[src/rtl/vu_frame_ctrl.sv]
// VU-meter pixel scheduler: raster counters in lockstep with vga, frame-latched
// left/right levels, green/yellow/red bars and a decaying peak-hold marker.
module vu_frame_ctrl #(
  parameter int THADDR      = 640,
  parameter int THFP        = 16,
  parameter int THS         = 96,
  parameter int THBP        = 48,
  parameter int THBD        = 0,
  parameter int TVADDR      = 480,
  parameter int TVFP        = 10,
  parameter int TVS         = 2,
  parameter int TVBP        = 33,
  parameter int TVBD        = 0,
  parameter int C_SIZE      = 10,
  parameter int LEAD        = 1,
  parameter int BAR_L_X     = 100,
  parameter int BAR_R_X     = 400,
  parameter int BAR_W       = 64,
  parameter int YEL_TH      = 320,
  parameter int RED_TH      = 420,
  parameter int HOLD_FRAMES = 30
) (
  input  logic              pixel_clock,
  input  logic              reset,
  input  logic              level_valid,
  output logic              level_ready,
  input  logic [C_SIZE-1:0] level_l,
  input  logic [C_SIZE-1:0] level_r,
  output logic [7:0]        data,
  output logic              frame_start
);

  localparam int H_TOTAL = THADDR + 2*THBD + THFP + THS + THBP;
  localparam int V_TOTAL = TVADDR + 2*TVBD + TVFP + TVS + TVBP;

  localparam logic [C_SIZE-1:0] H_LAST = C_SIZE'(H_TOTAL - 1);
  localparam logic [C_SIZE-1:0] V_LAST = C_SIZE'(V_TOTAL - 1);
  localparam logic [C_SIZE-1:0] H_INIT = C_SIZE'(LEAD % H_TOTAL);
  localparam logic [C_SIZE-1:0] V_INIT = C_SIZE'((LEAD / H_TOTAL) % V_TOTAL);
  localparam logic [C_SIZE-1:0] H_ACT  = C_SIZE'(THADDR);
  localparam logic [C_SIZE-1:0] V_ACT  = C_SIZE'(TVADDR);
  localparam logic [C_SIZE-1:0] V_TOP  = C_SIZE'(TVADDR - 1);
  localparam logic [C_SIZE-1:0] LX0    = C_SIZE'(BAR_L_X);
  localparam logic [C_SIZE-1:0] RX0    = C_SIZE'(BAR_R_X);
  localparam logic [C_SIZE-1:0] BW     = C_SIZE'(BAR_W);
  localparam logic [C_SIZE-1:0] YEL    = C_SIZE'(YEL_TH);
  localparam logic [C_SIZE-1:0] RED    = C_SIZE'(RED_TH);
  localparam logic [C_SIZE-1:0] HOLD   = C_SIZE'(HOLD_FRAMES);
  localparam logic [C_SIZE-1:0] ONE    = C_SIZE'(1);

  // Handshake: a level pair transfers in any cycle where level_valid and
  // level_ready are both high at the rising edge; both channels load together.

  logic [C_SIZE-1:0] h_q, h_d, v_q, v_d;
  logic [C_SIZE-1:0] pend_l_q, pend_l_d, pend_r_q, pend_r_d;
  logic [C_SIZE-1:0] disp_l_q, disp_l_d, disp_r_q, disp_r_d;
  logic [C_SIZE-1:0] peak_l_q, peak_l_d, peak_r_q, peak_r_d;
  logic [C_SIZE-1:0] hold_l_q, hold_l_d, hold_r_q, hold_r_d;
  logic [7:0]        data_q, data_d;
  logic              frame_start_q, frame_start_d;
  logic              ready_q, ready_d;

  logic              update;
  logic              accept;
  logic              active;
  logic [C_SIZE-1:0] y;

  function automatic logic [2*C_SIZE-1:0] peak_next(
    input logic [C_SIZE-1:0] lvl,
    input logic [C_SIZE-1:0] pk,
    input logic [C_SIZE-1:0] hd
  );
    logic [C_SIZE-1:0] pk_n;
    logic [C_SIZE-1:0] hd_n;
    pk_n = pk;
    hd_n = hd;
    if (lvl > pk) begin
      pk_n = lvl;
      hd_n = HOLD;
    end else if (hd != '0) begin
      hd_n = hd - ONE;
    end else if (pk > lvl) begin
      pk_n = pk - ONE;
    end
    return {pk_n, hd_n};
  endfunction

  function automatic logic [7:0] bar_pix(
    input logic [C_SIZE-1:0] yy,
    input logic [C_SIZE-1:0] lvl,
    input logic [C_SIZE-1:0] pk
  );
    logic [7:0] c;
    c = 8'h00;
    if (yy < lvl) begin
      if (yy < YEL)      c = 8'h1C;
      else if (yy < RED) c = 8'hFC;
      else               c = 8'hE0;
    end else if ((pk > lvl) && (yy == pk - ONE)) begin
      c = 8'hFF;
    end
    return c;
  endfunction

  always_comb begin
    h_d           = h_q;
    v_d           = v_q;
    pend_l_d      = pend_l_q;
    pend_r_d      = pend_r_q;
    disp_l_d      = disp_l_q;
    disp_r_d      = disp_r_q;
    peak_l_d      = peak_l_q;
    peak_r_d      = peak_r_q;
    hold_l_d      = hold_l_q;
    hold_r_d      = hold_r_q;
    data_d        = 8'h00;
    ready_d       = 1'b1;
    update        = (h_q == '0) && (v_q == '0);
    accept        = level_valid && ready_q;
    frame_start_d = update && ready_q;
    active        = (h_q < H_ACT) && (v_q < V_ACT);
    y             = V_TOP - v_q;

    if (h_q == H_LAST) begin
      h_d = '0;
      v_d = (v_q == V_LAST) ? '0 : v_q + ONE;
    end else begin
      h_d = h_q + ONE;
    end

    // The pixel at index 0 already belongs to the new frame, so colour uses the _d values.
    if (update) begin
      disp_l_d             = pend_l_q;
      disp_r_d             = pend_r_q;
      {peak_l_d, hold_l_d} = peak_next(pend_l_q, peak_l_q, hold_l_q);
      {peak_r_d, hold_r_d} = peak_next(pend_r_q, peak_r_q, hold_r_q);
    end

    if (accept) begin
      pend_l_d = (level_l > V_ACT) ? V_ACT : level_l;
      pend_r_d = (level_r > V_ACT) ? V_ACT : level_r;
    end

    // Column tests use wrapping subtraction so a bar at column 0 needs no special case.
    if (active) begin
      if ((h_q - LX0) < BW)      data_d = bar_pix(y, disp_l_d, peak_l_d);
      else if ((h_q - RX0) < BW) data_d = bar_pix(y, disp_r_d, peak_r_d);
    end
  end

  always_ff @(posedge pixel_clock) begin
    if (reset) begin
      h_q           <= H_INIT;
      v_q           <= V_INIT;
      pend_l_q      <= '0;
      pend_r_q      <= '0;
      disp_l_q      <= '0;
      disp_r_q      <= '0;
      peak_l_q      <= '0;
      peak_r_q      <= '0;
      hold_l_q      <= '0;
      hold_r_q      <= '0;
      data_q        <= 8'h00;
      frame_start_q <= 1'b0;
      ready_q       <= 1'b0;
    end else begin
      h_q           <= h_d;
      v_q           <= v_d;
      pend_l_q      <= pend_l_d;
      pend_r_q      <= pend_r_d;
      disp_l_q      <= disp_l_d;
      disp_r_q      <= disp_r_d;
      peak_l_q      <= peak_l_d;
      peak_r_q      <= peak_r_d;
      hold_l_q      <= hold_l_d;
      hold_r_q      <= hold_r_d;
      data_q        <= data_d;
      frame_start_q <= frame_start_d;
      ready_q       <= ready_d;
    end
  end

  assign data        = data_q;
  assign frame_start = frame_start_q;
  assign level_ready = ready_q;

endmodule

[config.mk]
export PLATFORM = sky130hd
export DESIGN_NAME = vu_frame_ctrl
export DESIGN_NICKNAME = d
export VERILOG_FILES = /design/src/rtl/vu_frame_ctrl.sv
export SDC_FILE = /design/constraint.sdc
export NUM_CORES = 1
export LEC_CHECK = 0
export BUFFER_PORTS_ARGS = -buffer_cell sky130_fd_sc_hd__buf_2
export CORE_ASPECT_RATIO = 0.6
export CORE_MARGIN = 2
export CORE_UTILIZATION = 61
export DETAILED_ROUTE_END_ITERATION = 8
export PLACE_DENSITY = 0.9
export SETUP_SLACK_MARGIN = 0.15
export SYNTH_ARGS = -nofsm -noshare
export SYNTH_HDL_FRONTEND = slang
export SYNTH_SLANG_ARGS = --single-unit
[constraint.sdc]
create_clock -name pixel_clock -period 5.5 [get_ports pixel_clock]
set_clock_uncertainty 0.05 [all_clocks]
set_input_delay 1.65 -clock pixel_clock [delete_from_list [all_inputs] [get_ports pixel_clock]]
set_output_delay 1.65 -clock pixel_clock [all_outputs]
set_load 0.05 [all_outputs]
==> summary.md <==
| Metric | Value |
|---|---|
| Outcome | `finished clean` |
| Rows | `30` |
| Average cell area after synthesis | `7.902 um^2` |
| Reg-to-reg slack, setup | `0.50 ns` |
| Seq pwr share | `0.218` |
| Post-layout minimum cycle time | `5.003 ns` |
| Detail Placement HPWL | `15680 um` |
| Max frequency | `199.9 MHz` |
| Post-DRT Antenna Nets | `0` |
| Clk sinks | `105` |
| Largest net degree at the start of global routing | `74` |
| Crit Reg-Reg Endpoint | `data[4]$_SDFF_PP0_` |
| Multi-input combinational cell area | `4782 um^2` |
| Root buf cell | `clkbuf_16` |
| Filler instances | `939` |
| Final Util | `0.6806` |
| Starting Density | `0.6350` |
| Die height | `88.70 um` |
| Max Fanout on Critical Path | `24` |
| Final setup fails | `0` |
| Clock share of power | `0.132` |
| Final Max Tran Viols | `0` |
| Final Cycle Share | `0.9096` |
| Sequential share of the synthesized area | `0.2882` |
| Hold Fails Final Rpt | `0` |
| Worst Tran Pin Value | `0.9324 ns` |
| Commonest non-fill, non-tap cells in the layout | `nor2_1 (117), dfxtp_1 (105), ha_1 (69)` |
| Worst-path clk slew | `0.07 ns` |
| Buffers on Ports | `32` |
| DRC | `0` |
| Min-Delay Startpoint | `hold_r_q[0]$_SDFFE_PP0P_` |
| Vias in the first global route | `6504` |
| Pwr per Cell Area | `600.0 nW/um^2` |
| Wirelength per Cell | `18.96 um` |
| Routed wire length | `20800 um` |
| Type of the worst setup path | `flop to flop` |
| R2r worst-path depth | `20` |
| Worst path arrival time | `5.24 ns` |
| Global-route wire length before repair | `33530 um` |
| Startpoint Class | `flop` |
| Cells after Synth | `923` |
| Flops & latches, synth | `105` |
| H-Tree Level Count | `3` |
| Post-synth EDFFs | `0` |
| Top FF cell, synth | `dfxtp_1` |
| Synth warnings | `0` |
| Worst skew pair latency | `0.36 ns` |
| Die Footprint | `12880 um^2` |
| Post-cts sizing count | `0` |
| Hold path cells | `2` |
| Non-filler cells, final | `1097` |
| DRT Pass-1 Iters | `8` |
| Net load switching power | `2.315 mW` |
| Required @ worst endpoint | `5.74 ns` |
| Grt ovf | `0` |
| Setup_tns | `0 ns` |
| Nature of the critical path endpoint | `flop` |
| Post-route cell area | `7818 um^2` |
| CTS buffer count | `9` |
| Int Pwr | `2.375 mW` |
| Inst Count DP | `1083` |
| Antenna violations before repair | `0` |
| Max-Cap Viols | `0` |
| GR Util All Layers | `0.3282` |
| FFs w/ async S/R, synth | `0` |
| Comb pwr share | `0.650` |
| Max rail drop VDD | `0.4060 mV` |
| ANT cells | `0` |
| Area Growth Syn to Fin | `7.188%` |
| Synth cell types | `72` |
| Hold Buf Count CTS | `0` |
| DR iter-0 viols | `962` |
| Syn Nets | `1015` |
| Max Root-Sink Buffers | `2` |
| Most common cell after layout, fill and taps aside | `nor2_1` |
| RD Place Congestion | `0.9970` |
| Worst rel slew slack | `0.3736` |
| Post-CTS Setup Bufs | `0` |
| HP Class | `flop to flop` |
| Total Power | `4.691 mW` |
| RSZ-0062 raised after global routing | `no` |
| Worst Hold End | `hold_r_q[0]$_SDFFE_PP0P_` |
| R2R Path Start | `v_q[1]$_SDFFE_PP0P_` |
| Core ar. | `11490 um^2` |
| Synthesized area | `7293 um^2` |
| Net Sw Frac | `0.4936` |
| Chip width | `145.2 um` |
| Area post-placement | `7548 um^2` |
| Vias per cell | `6.593` |
| Layout cell share with drive strength beyond 1 | `0.08645` |
| Nets | `1026` |
| Ports | `33` |
| Sequential cell area | `2102 um^2` |
| Leakage | `3.226 nW` |
| CTS tree | `built` |
| Vias | `7233` |
## Yosys cell counts, types with 3 or more instances
cell	count	area (um^2)
mux2i_1	6	60.06
o21bai_1	4	30.03
a31oi_1	7	43.79
nor4b_1	4	35.03
a311oi_1	4	35.03
nor2_1	117	439.2
and4_1	4	35.03
nand3b_1	4	30.03
o31a_1	3	26.28
or4_1	8	60.06
xnor2_1	36	315.3
nor4_1	28	175.2
a2bb2oi_1	3	26.28
inv_1	58	217.7
or3_1	13	81.33
nand2b_1	5	31.28
clkbuf_1	32	120.1
or2_2	3	18.77
a21boi_0	5	37.54
nor3_1	43	215.2
o31ai_1	4	30.03
xor2_1	20	175.2
a21oi_1	56	280.3
nand3_1	30	150.1
nand4_1	38	237.7
a22oi_1	14	105.1
nor3b_1	4	30.03
o211ai_1	6	45.04
a41oi_1	4	35.03
dfxtp_1	105	2102
and2_1	9	56.30
or3_4	3	33.78
buf_2	3	15.01
o21ai_0	26	130.1
a21o_1	15	112.6
ha_1	69	863.3
nand2_1	52	195.2
a211oi_1	16	120.1
and3_1	4	25.02
buf_4	5	37.54
a211o_1	3	26.28
nor2b_1	5	31.28
## final cells by class
cell class,instances,share of cell area
inverters,61,0.02929
clock buffers,11,0.03105
repair buffers,42,0.03009
clock inverters,3,0.003361
flip-flops and latches,105,0.2689
multi-input cells,715,0.6117
well taps,160,0.02561
## sequential cells by signal (all words and copies together) (netlist names)
signal	count
data	3
disp_l_q	10
disp_r_q	10
frame_start	1
h_q	10
hold_l_q	10
hold_r_q	10
level_ready	1
peak_l_q	10
peak_r_q	10
pend_l_q	10
pend_r_q	10
v_q	10
## logic make-up (layout without fill, tap and decap cells)
family          count (synthesis)  after routing  share of synthesized area
simple gates                  389            389                     0.2791
fa+ha+maj                      69             69                     0.1184
xor+xnor                       56             56                    0.06725
mux                             8              8                    0.01132
compound gates                193            193                     0.1796
flops                         105            105                     0.2882
buf+inv                       103            117                    0.05610
## power groups by stage
stage	clock network [mW]	registers (mW)	logic, mW
floorplan	0	0.980	2.28
global route	0.650	1.04	3.30
global placement	0	1.03	2.85
CTS	0.616	1.01	2.93
finish	0.618	1.02	3.05
detailed placement	0	1.03	2.91
## how the worst max path moves through the flow
stage | to | cells after the start | start | slack, ns
after CTS | data[4]$_SDFF_PP0_ | 20 | v_q[1]$_SDFFE_PP0P_ | 0.76
final | data[4]$_SDFF_PP0_ | 20 | v_q[1]$_SDFFE_PP0P_ | 0.50
after floorplan | data[4]$_SDFF_PP0_ | 20 | pend_r_q[7]$_SDFFE_PP0P_ | 1.62
after global placement | data[6]$_SDFF_PP0_ | 20 | v_q[1]$_SDFFE_PP0P_ | 0.94
after detailed placement | data[4]$_SDFF_PP0_ | 20 | v_q[1]$_SDFFE_PP0P_ | 0.84
after global routing | data[4]$_SDFF_PP0_ | 20 | v_q[1]$_SDFFE_PP0P_ | 0.35
## stage by stage
stage               hold WS (ns)  setup WS [ns]
global placement          0.4063         0.9398
CTS                       0.4261         0.7594
finish                    0.4272         0.4973
detailed placement        0.4173         0.8428
global route              0.4586         0.3507
floorplan                 0.3950          1.620
## critical path: stages (launching register included)
cell and delay, ns:
dfxtp_1 0.44, inv_1 0.27, ha_1 0.19, nor2b_1 0.21, and4_1 0.52, nand2_1 0.40, buf_4 0.35, o2bb2ai_1 0.15
a21oi_1 0.44, inv_1 0.09, ha_1 0.32, nand4_1 0.14, nor2_1 0.17, a21oi_1 0.09, o211ai_1 0.11, nand3_1 0.11
a41oi_1 0.18, o311ai_0 0.16, a211oi_1 0.22, o2111ai_1 0.20, nand3_1 0.13
## layer usage
metal	GRT usage	up-vias	routed length (um)	part of all wire
met5	0	-	0	0
met4	0.08021	0	405	0.019
li1	-	3383	-	-
met1	0.4512	3301	9175	0.44
met3	0.1155	67	2889	0.14
met2	0.4974	482	8325	0.40
Note: power is estimated with default switching activity, not from simulation.
